--- src/rtl/gpio_serial_loader_if.sv ---
// gpio_serial_loader_if: bus between the pad-configuration loader, the
// housekeeping register bank (cfg_addr/cfg_word) and the pad control chain.
interface gpio_serial_loader_if #(
  parameter int NUM_PADS = 38,
  parameter int CFG_BITS = 13
);
  localparam int AW = (NUM_PADS > 1) ? $clog2(NUM_PADS) : 1;

  logic                start;
  logic [AW-1:0]       cfg_addr;
  logic [CFG_BITS-1:0] cfg_word;
  logic                serial_clock;
  logic                serial_data;
  logic                serial_load;
  logic                busy;
  logic                done;

  // Loader side: requests words by address and drives the serial chain.
  modport master (
    input  start, cfg_word,
    output cfg_addr, serial_clock, serial_data, serial_load, busy, done
  );

  // Environment side: register bank, requester and chain.
  modport slave (
    output start, cfg_word,
    input  cfg_addr, serial_clock, serial_data, serial_load, busy, done
  );
endinterface

--- src/rtl/gpio_serial_loader.sv ---
// gpio_serial_loader: fetches one configuration word per user pad and shifts
// the whole set, highest pad first and MSB first, into the daisy-chained pad
// control blocks, then pulses a parallel load strobe. All outputs registered.
module gpio_serial_loader #(
  parameter int NUM_PADS = 38,
  parameter int CFG_BITS = 13,
  parameter int CLK_DIV  = 2
) (
  input logic                  clock,
  input logic                  reset,
  gpio_serial_loader_if.master bus
);
  localparam int AW = (NUM_PADS > 1) ? $clog2(NUM_PADS) : 1;
  localparam int BW = (CFG_BITS > 1) ? $clog2(CFG_BITS) : 1;
  localparam int DW = (CLK_DIV > 1) ? $clog2(CLK_DIV) : 1;
  localparam logic [AW-1:0] LAST_PAD = AW'(NUM_PADS - 1);
  localparam logic [BW-1:0] LAST_BIT = BW'(CFG_BITS - 1);
  localparam logic [DW-1:0] LAST_DIV = DW'(CLK_DIV - 1);

  typedef enum logic [1:0] {
    IDLE  = 2'd0,
    FETCH = 2'd1,
    SHIFT = 2'd2,
    LOAD  = 2'd3
  } state_t;

  state_t              state_r, state_s;
  logic [AW-1:0]       addr_r, addr_s;
  logic [CFG_BITS-1:0] shreg_r, shreg_s, shifted_s;
  logic [BW-1:0]       bit_r, bit_s;
  logic [DW-1:0]       div_r, div_s;
  logic                phase_r, phase_s;   // 0: serial_clock low half, 1: high half
  logic                sclk_r, sclk_s;
  logic                sdata_r, sdata_s;
  logic                sload_r, sload_s;
  logic                busy_r, busy_s;
  logic                done_r, done_s;
  logic                div_end_s, bit_end_s, word_end_s;

  assign shifted_s  = shreg_r << 1'b1;
  assign div_end_s  = (div_r == LAST_DIV);
  assign bit_end_s  = (bit_r == LAST_BIT);
  // Last divider cycle of the high half of the last bit of the current word.
  assign word_end_s = phase_r & div_end_s & bit_end_s;

  // State register with synchronous reset.
  always_ff @(posedge clock) begin
    if (reset) begin
      state_r <= IDLE;
    end else begin
      state_r <= state_s;
    end
  end

  // Next-state decode.
  always_comb begin
    state_s = state_r;
    case (state_r)
      IDLE: begin
        if (bus.start) begin
          state_s = FETCH;
        end else begin
          state_s = IDLE;
        end
      end
      FETCH: begin
        state_s = SHIFT;
      end
      SHIFT: begin
        if (word_end_s) begin
          if (addr_r != {AW{1'b0}}) begin
            state_s = FETCH;
          end else begin
            state_s = LOAD;
          end
        end else begin
          state_s = SHIFT;
        end
      end
      LOAD: begin
        if (div_end_s) begin
          state_s = IDLE;
        end else begin
          state_s = LOAD;
        end
      end
      default: begin
        state_s = IDLE;
      end
    endcase
  end

  // Next values of the datapath and of every registered output.
  always_comb begin
    addr_s  = addr_r;
    shreg_s = shreg_r;
    bit_s   = bit_r;
    div_s   = div_r;
    phase_s = phase_r;
    sclk_s  = 1'b0;
    sdata_s = sdata_r;
    sload_s = 1'b0;
    busy_s  = busy_r;
    done_s  = 1'b0;
    case (state_r)
      IDLE: begin
        if (bus.start) begin
          addr_s = LAST_PAD;
          busy_s = 1'b1;
        end else begin
          busy_s = 1'b0;
        end
      end
      FETCH: begin
        shreg_s = bus.cfg_word;
        sdata_s = bus.cfg_word[CFG_BITS-1];
        bit_s   = {BW{1'b0}};
        div_s   = {DW{1'b0}};
        phase_s = 1'b0;
      end
      SHIFT: begin
        sclk_s = phase_r;
        if (!div_end_s) begin
          div_s = div_r + DW'(1);
        end else if (!phase_r) begin
          // End of the low half: raise the chain clock.
          div_s   = {DW{1'b0}};
          phase_s = 1'b1;
          sclk_s  = 1'b1;
        end else begin
          // End of the high half: drop the clock and present the next bit.
          div_s   = {DW{1'b0}};
          phase_s = 1'b0;
          sclk_s  = 1'b0;
          shreg_s = shifted_s;
          if (!bit_end_s) begin
            bit_s   = bit_r + BW'(1);
            sdata_s = shifted_s[CFG_BITS-1];
          end else if (addr_r != {AW{1'b0}}) begin
            addr_s = addr_r - AW'(1);
          end else begin
            sload_s = 1'b1;
          end
        end
      end
      LOAD: begin
        if (div_end_s) begin
          div_s  = {DW{1'b0}};
          busy_s = 1'b0;
          done_s = 1'b1;
        end else begin
          div_s   = div_r + DW'(1);
          sload_s = 1'b1;
        end
      end
      default: begin
        busy_s = 1'b0;
      end
    endcase
  end

  // Datapath and output registers with synchronous reset.
  always_ff @(posedge clock) begin
    if (reset) begin
      addr_r  <= {AW{1'b0}};
      shreg_r <= {CFG_BITS{1'b0}};
      bit_r   <= {BW{1'b0}};
      div_r   <= {DW{1'b0}};
      phase_r <= 1'b0;
      sclk_r  <= 1'b0;
      sdata_r <= 1'b0;
      sload_r <= 1'b0;
      busy_r  <= 1'b0;
      done_r  <= 1'b0;
    end else begin
      addr_r  <= addr_s;
      shreg_r <= shreg_s;
      bit_r   <= bit_s;
      div_r   <= div_s;
      phase_r <= phase_s;
      sclk_r  <= sclk_s;
      sdata_r <= sdata_s;
      sload_r <= sload_s;
      busy_r  <= busy_s;
      done_r  <= done_s;
    end
  end

  assign bus.cfg_addr     = addr_r;
  assign bus.serial_clock = sclk_r;
  assign bus.serial_data  = sdata_r;
  assign bus.serial_load  = sload_r;
  assign bus.busy         = busy_r;
  assign bus.done         = done_r;
endmodule

--- src/flat_wrapper.sv ---
// flat-port wrapper written by rule: the top's interface ports become plain ports
module gpio_serial_loader_flat 
#(
  parameter int NUM_PADS = 38,
  parameter int CFG_BITS = 13,
  parameter int CLK_DIV  = 2
)
  (clock, reset, bus_start, bus_cfg_word, bus_cfg_addr, bus_serial_clock, bus_serial_data, bus_serial_load, bus_busy, bus_done);
  gpio_serial_loader_if #(.NUM_PADS(NUM_PADS), .CFG_BITS(CFG_BITS)) bus_i ();
  input logic clock;
  input logic reset;
  input wire logic [$bits(bus_i.start)-1:0] bus_start;
  input wire logic [$bits(bus_i.cfg_word)-1:0] bus_cfg_word;
  output wire logic [$bits(bus_i.cfg_addr)-1:0] bus_cfg_addr;
  output wire logic [$bits(bus_i.serial_clock)-1:0] bus_serial_clock;
  output wire logic [$bits(bus_i.serial_data)-1:0] bus_serial_data;
  output wire logic [$bits(bus_i.serial_load)-1:0] bus_serial_load;
  output wire logic [$bits(bus_i.busy)-1:0] bus_busy;
  output wire logic [$bits(bus_i.done)-1:0] bus_done;
  assign bus_i.start = bus_start;
  assign bus_i.cfg_word = bus_cfg_word;
  assign bus_cfg_addr = bus_i.cfg_addr;
  assign bus_serial_clock = bus_i.serial_clock;
  assign bus_serial_data = bus_i.serial_data;
  assign bus_serial_load = bus_i.serial_load;
  assign bus_busy = bus_i.busy;
  assign bus_done = bus_i.done;
  gpio_serial_loader #(.NUM_PADS(NUM_PADS), .CFG_BITS(CFG_BITS), .CLK_DIV(CLK_DIV)) u_core (.clock(clock), .reset(reset), .bus(bus_i));
endmodule
--- config.mk ---
export PLATFORM = sky130hd
export DESIGN_NAME = gpio_serial_loader_flat
export DESIGN_NICKNAME = d
export VERILOG_FILES = /design/src/rtl/gpio_serial_loader_if.sv /design/src/rtl/gpio_serial_loader.sv /design/src/flat_wrapper.sv
export SDC_FILE = /design/constraint.sdc
export NUM_CORES = 1
export LEC_CHECK = 0
export CELL_PAD_IN_SITES_DETAIL_PLACEMENT = 0
export CELL_PAD_IN_SITES_GLOBAL_PLACEMENT = 2
export CORE_MARGIN = 2
export CORE_UTILIZATION = 34
export DETAILED_ROUTE_END_ITERATION = 7
export PLACE_DENSITY_LB_ADDON = 0.1
export RECOVER_POWER = 25
export SETUP_SLACK_MARGIN = 0.1
export SYNTH_ARGS = -nofsm -noshare
export SYNTH_HDL_FRONTEND = slang
export SYNTH_SLANG_ARGS = --single-unit
--- constraint.sdc ---
create_clock -name clock -period 3.3 [get_ports clock]
set_input_delay 0.99 -clock clock [delete_from_list [all_inputs] [get_ports clock]]
set_output_delay 0.99 -clock clock [all_outputs]
set_load 0.02 [all_outputs]
### Word-level counts from Yosys, hierarchy flattened

Index checks and enable logic that the tools add are counted.

| storage, ports and cells | value |
|---|---|
| output and inout bits | 11 |
| logic and storage cells | 79 |
| input port bits | 16 |
| bits in registers | 31 |

| operators by class | value |
|---|---|
| bitwise logic cells | 4 |
| muxes and demuxes | 37 |
| equal/unequal tests | 11 |
| add/sub/neg operators | 3 |
| reduce and logical (&&, ||, !) cells | 13 |

Operators with widths:

| cell | count |
|---|---|
| 6-bit two-way mux | 5 |
| 12-bit two-way mux | 2 |
| 12-bit case mux with 2 select lines | 1 |
| 1-bit two-way mux | 15 |
| 4-bit two-way mux | 3 |
| 6-bit case mux with 2 select lines | 1 |
| 2-bit by 1-bit inequality test with 1-bit output (second input constant) | 5 |
| 1-bit case mux with 2 select lines | 5 |
| 2-bit case mux with 4 select lines | 1 |
| 4-bit case mux with 2 select lines | 1 |
| 2-bit nonzero test | 4 |
| 2-bit two-way mux | 3 |
| 6-bit AND reduction | 1 |
| 6-bit nonzero test | 1 |
| 2-bit OR reduction | 3 |
| 6-bit by 1-bit subtractor with 6-bit output (second input constant) | 1 |
| 4-bit by 1-bit adder with 4-bit output (second input constant) | 1 |
| 2-bit equality test (second input constant) | 2 |
| 4-bit equality test (second input constant) | 1 |
| 2-bit inequality test (second input constant) | 2 |
| 4-bit AND reduction | 1 |
| 3-bit AND reduction | 1 |
| 1-bit bitwise AND | 2 |
| 2-bit by 1-bit equality test with 1-bit output (second input constant) | 1 |
| 4 further kinds | 5 |

### Logic depth before layout (Yosys ltp)

| depth | value |
|---|---|
| depth in word-level cells | 6 |
| depth in mapped cells | 8 |
| depth with buffers taken out | 6 |

### Worst setup path before layout

OpenSTA, ideal clock, no wires.

| timing path | value |
|---|---|
| kind | reg-to-reg |
| start point | register u_core.addr_r[0] (netlist: u_core.bus.cfg_addr[0]) |
| end point | register u_core.addr_r[2] (netlist: u_core.bus.cfg_addr[2]) |
| arrival time | 1698 ps |
| period minus slack after synthesis | 1814 ps |
| library setup time | 116 ps |
| setup slack | 1486 ps |
| data required time | 3184 ps |
| path buffers | 0 |
| stages on the path, launching flop included | 7 |
| path through | dfxtp_1 inv_1 ha_1 and3b_1 a211oi_2 nand3_1 a31o_2 |

| on the way | value |
|---|---|
| word-level cells in the longest chain between the ends | 6 |

RTL lines:

| item | RTL line | RTL |
|---|---|---|
| start: declaration | gpio_serial_loader.sv:28 | `logic [AW-1:0] addr_r, addr_s;` |
| start signal: assignment | gpio_serial_loader.sv:165 | `addr_r <= {AW{1'b0}};` |
| start signal: assignment | gpio_serial_loader.sv:176 | `addr_r <= addr_s;` |
| 6-bit by 1-bit subtractor with 6-bit output | gpio_serial_loader.sv:140 | `addr_s = addr_r - AW'(1);` |
| 6-bit two-way mux | gpio_serial_loader.sv:139 | `end else if (addr_r != {AW{1'b0}}) begin` |
| 6-bit two-way mux | gpio_serial_loader.sv:136 | `if (!bit_end_s) begin` |
| 6-bit two-way mux | gpio_serial_loader.sv:125 | `end else if (!phase_r) begin` |
| 6-bit two-way mux | gpio_serial_loader.sv:123 | `if (!div_end_s) begin` |
| 6-bit case mux with 2 select lines | gpio_serial_loader.sv:105 | `case (state_r)` |

Parallel ways exist; a longest one is shown, timed or not. The select of a mux whose other input is x is not followed.
A chain may end at the register's enable or synchronous reset.

### Worst setup path after layout

| timing path | value |
|---|---|
| start point | register u_core.state_r[0] |
| end point | register u_core.addr_r[2] (netlist: u_core.bus.cfg_addr[2]) |

| on the way | value |
|---|---|
| word-level cells in the longest chain between the ends | 3 |

RTL lines:

| item | RTL line | RTL |
|---|---|---|
| start: declaration | gpio_serial_loader.sv:27 | `state_t state_r, state_s;` |
| start signal: assignment | gpio_serial_loader.sv:51 | `state_r <= state_s;` |
| 2-bit equality test or 2-bit logical NOT (tied branches) | gpio_serial_loader.sv:105 |  |
| 2-bit by 1-bit inequality test with 1-bit output (no source line), or another cell as far along | n/a |  |
| 6-bit AND reduction (no source line) | n/a |  |

Parallel ways exist; a longest one is shown, timed or not.

==> metrics.txt <==
share of cells above drive strength 1 8.00%; final instance area 1940 sq um; CP max stage cell ha_1; die area between 5000 and 6000 sq um; WP data required 3480 ps; register bit total from synthesis 31; synthesized netlist cell count 175; CTS Buf Count 5; Setup crit end u_core.bus.cfg_addr[2]; Area growth syn-to-layout 23.1%; setup violators final 0; Psw 368 uW; actual slew at the worst max-slew pin about 740 ps; Crit Path Category reg2reg; hold_buf cts 0; Layout Cells excl Fill 252; Netlist cell types 46; Final period util 72.0%; VDD IR-drop max roughly 0.27 mV; placed cell count 244; Post-Place Cell Area 1870 sq um; r2r endpoint u_core.bus.cfg_addr[2]; Sw Share 33.2%; Vias/cell between 5 and 6; Final Skew 3.73 ps; P_leak 0.693 nW; min cycle time layout 2370 ps; clk sinks 31; Cell Area, Synth 1580 sq um; Post-CTS Resized 0; max_slew headroom 50.5%; antenna viol nets, final 0; DP HPWL 2550 um; post-synthesis sequential area ratio 39.3%; H-tree levels 2; number of synthesized flops with an enable pin 0; clock network power share 25.7%; Core Region between 4000 and 5000 sq um; largest net degree at the start of global routing 31; grt total ovfl 0; # IOs 27; initial core utilization 35.8%; Slew Limit Fails 0; first-pass GRT wire length ~6000 um; Clock transition at path regs 60 ps; R2R setup slack between 900 and 1000 ps; internal power 739 uW; initial antenna violation count 0; status finished clean; DR iter-0 viols 84; FP Rows 24; drt pass-1 iters 4; FMAX approximately 0.42 GHz; CTS Buffer Depth 2; clock root buffer clkbuf_8; Arrival @ worst endpoint 2550 ps; Worst Setup SP u_core.state_r[0]; R2R depth 6; combinational fraction of design power 30.9%; Max-Cap Viols 0; Syn. warnings 0; setup bufs post-CTS 0; Final Wtd Congestion 0.774; post-route DRC violation count 0; CTS tree done; nets@finish roughly 220; vias post-DR 1,354; vias in the first global route 1,250; number of I/O port buffers 26; # diodes 0; ys async rst share 0%; CP cell instances inv_1 -> ha_1 -> nand3_1 -> a211oi_2 -> nand3_1 -> a31o_2; worst hold path type reg2reg; Clock Latency Late Sink 280 ps; Post-Route WL 3630 um; Critical R2R Launch u_core.state_r[0]; CP max stage delay 620 ps; syn_nets 199; Power Density 569 nW/um^2; Die Y 72.2 um; setup TNS 0 ps; GRT Overall Usage 14.6%; Hold Vio Cnt, Final 0; routed len/inst 14.4 um; crit-path max FO 17; CP startpoint kind register; Main synth FF type dfxtp_1; Most common cell on crit path nand3_1; die width slightly above 70 um; Worst Setup End Kind register; RSZ-0062 raised after global routing false; Flop pwr share 43.4%; Avg Cell Area, Syn about 9 sq um
-- synthesized netlist by cell type (4+ instances only) --
master | n | area (sq um)
clkbuf_1 | 4 | 15.0
dfxtp_1 | 31 | 621
nor3_1 | 4 | 20.0
nand3_1 | 4 | 20.0
nor2_1 | 19 | 71.3
ha_1 | 8 | 100
o21ai_0 | 4 | 20.0
buf_2 | 5 | 25.0
a211oi_1 | 14 | 105
a21oi_1 | 10 | 50.1
inv_1 | 7 | 26.3
mux2i_1 | 12 | 120
nand2_1 | 8 | 30.0
-- layout make-up --
class                   instances  area [sq um]
fillers                       425          2470
inverters                       7          26.3
clock inverters                 1          5.00
clock buffers                   7          76.3
multi-input cells             126           876
flip-flops and latches         31           621
well taps                      52          65.1
repair buffers                 28           275
-- worst max-delay path, delay by kind of cell, from the launching register on --
| kind | cells | cell delay [ps] |
|---|---|---|
| AO/OA/AOI/OAI | 2 | 680 |
| adder cells (fa/ha/maj) | 1 | 620 |
| AND/OR/NAND/NOR | 2 | 530 |
| flip-flops | 1 | 340 |
| buffers and inverters | 1 | 100 |
-- registers in the layout, summed over array words and instances, names as in the netlist --
name                     count
u_core.phase_r               1
u_core.bus.busy              1
u_core.bus.serial_data       1
u_core.bus.serial_clock      1
u_core.div_end_s             1
u_core.bus.done              1
u_core.bus.serial_load       1
u_core.bus.cfg_addr          6
u_core.shreg_r              12
u_core.bit_r                 4
u_core.state_r               2
-- worst min path at each step --
stage | depth (start not counted) | from | to | slack, ps
after floorplan | 2 | u_core.shreg_r[0] | u_core.shreg_r[0] | 450
after global placement | 2 | u_core.shreg_r[0] | u_core.shreg_r[0] | 460
after detailed placement | 2 | u_core.shreg_r[0] | u_core.shreg_r[0] | 460
after CTS | 2 | u_core.shreg_r[0] | u_core.shreg_r[0] | 480
after global routing | 2 | u_core.bus.busy | u_core.bus.busy | 500
final | 2 | u_core.shreg_r[0] | u_core.shreg_r[0] | 470
-- per-stage QoR --
step	hold WS, ps	worst slack, ps	util [%]	power (mW)
global route	505	733	44.0	1.19
CTS	476	930	44.2	1.12
finish	473	925	44.0	1.11
floorplan	445	1490	-	0.734
detailed placement	463	812	42.3	0.831
global placement	461	872	42.3	0.823
-- metal layers --
metal	GRT usage [%]	wire [um]	vias to the layer above
li1	-	-	682
met1	17.8	1660	628
met2	23.6	1730	38
met3	5.42	196	6
met4	4.82	45	0
met5	0	0	-
-- cells in the final DEF, fill, tap and decap left out, types with 2 or more instances in the layout --
master,netlist,layout
a211oi_1,14,14
a21o_1,2,2
a21oi_1,10,10
and3_1,2,2
buf_4,1,2
clkbuf_1,4,2
clkbuf_8,0,5
clkdlybuf4s50_1,0,25
dfxtp_1,31,31
ha_1,8,8
inv_1,7,7
mux2i_1,12,12
nand2_1,8,8
nand2b_1,3,3
nand3_1,4,5
nand3b_1,3,3
nand4_1,3,3
nor2_1,19,19
nor2b_1,2,2
nor3_1,4,4
o21ai_0,4,4
o31ai_1,2,2
xnor2_1,2,2
-- power groups by stage --
stage          combinational, mW  sequential [mW]  clock, mW
2_1_floorplan              0.241            0.493          0
3_3_place_gp               0.337            0.486          0
3_5_place_dp               0.343            0.488          0
4_1_cts                    0.346            0.480      0.297
5_1_grt                    0.376            0.489      0.320
6_report                   0.342            0.480      0.285
-- kinds of logic (layout without fill, tap and decap cells) --
family / count (synthesis) / after routing / share of synthesized area [%]
AO/OA/AOI/OAI: 45 / 45 / 20.5
XOR/XNOR: 2 / 2 / 1.11
adder cells (fa/ha/maj): 8 / 8 / 6.34
buffers and inverters: 18 / 43 / 4.91
flip-flops: 31 / 31 / 39.3
multiplexers: 13 / 13 / 8.32
AND/OR/NAND/NOR: 58 / 58 / 19.5
Power figures use the tool's default switching activity.
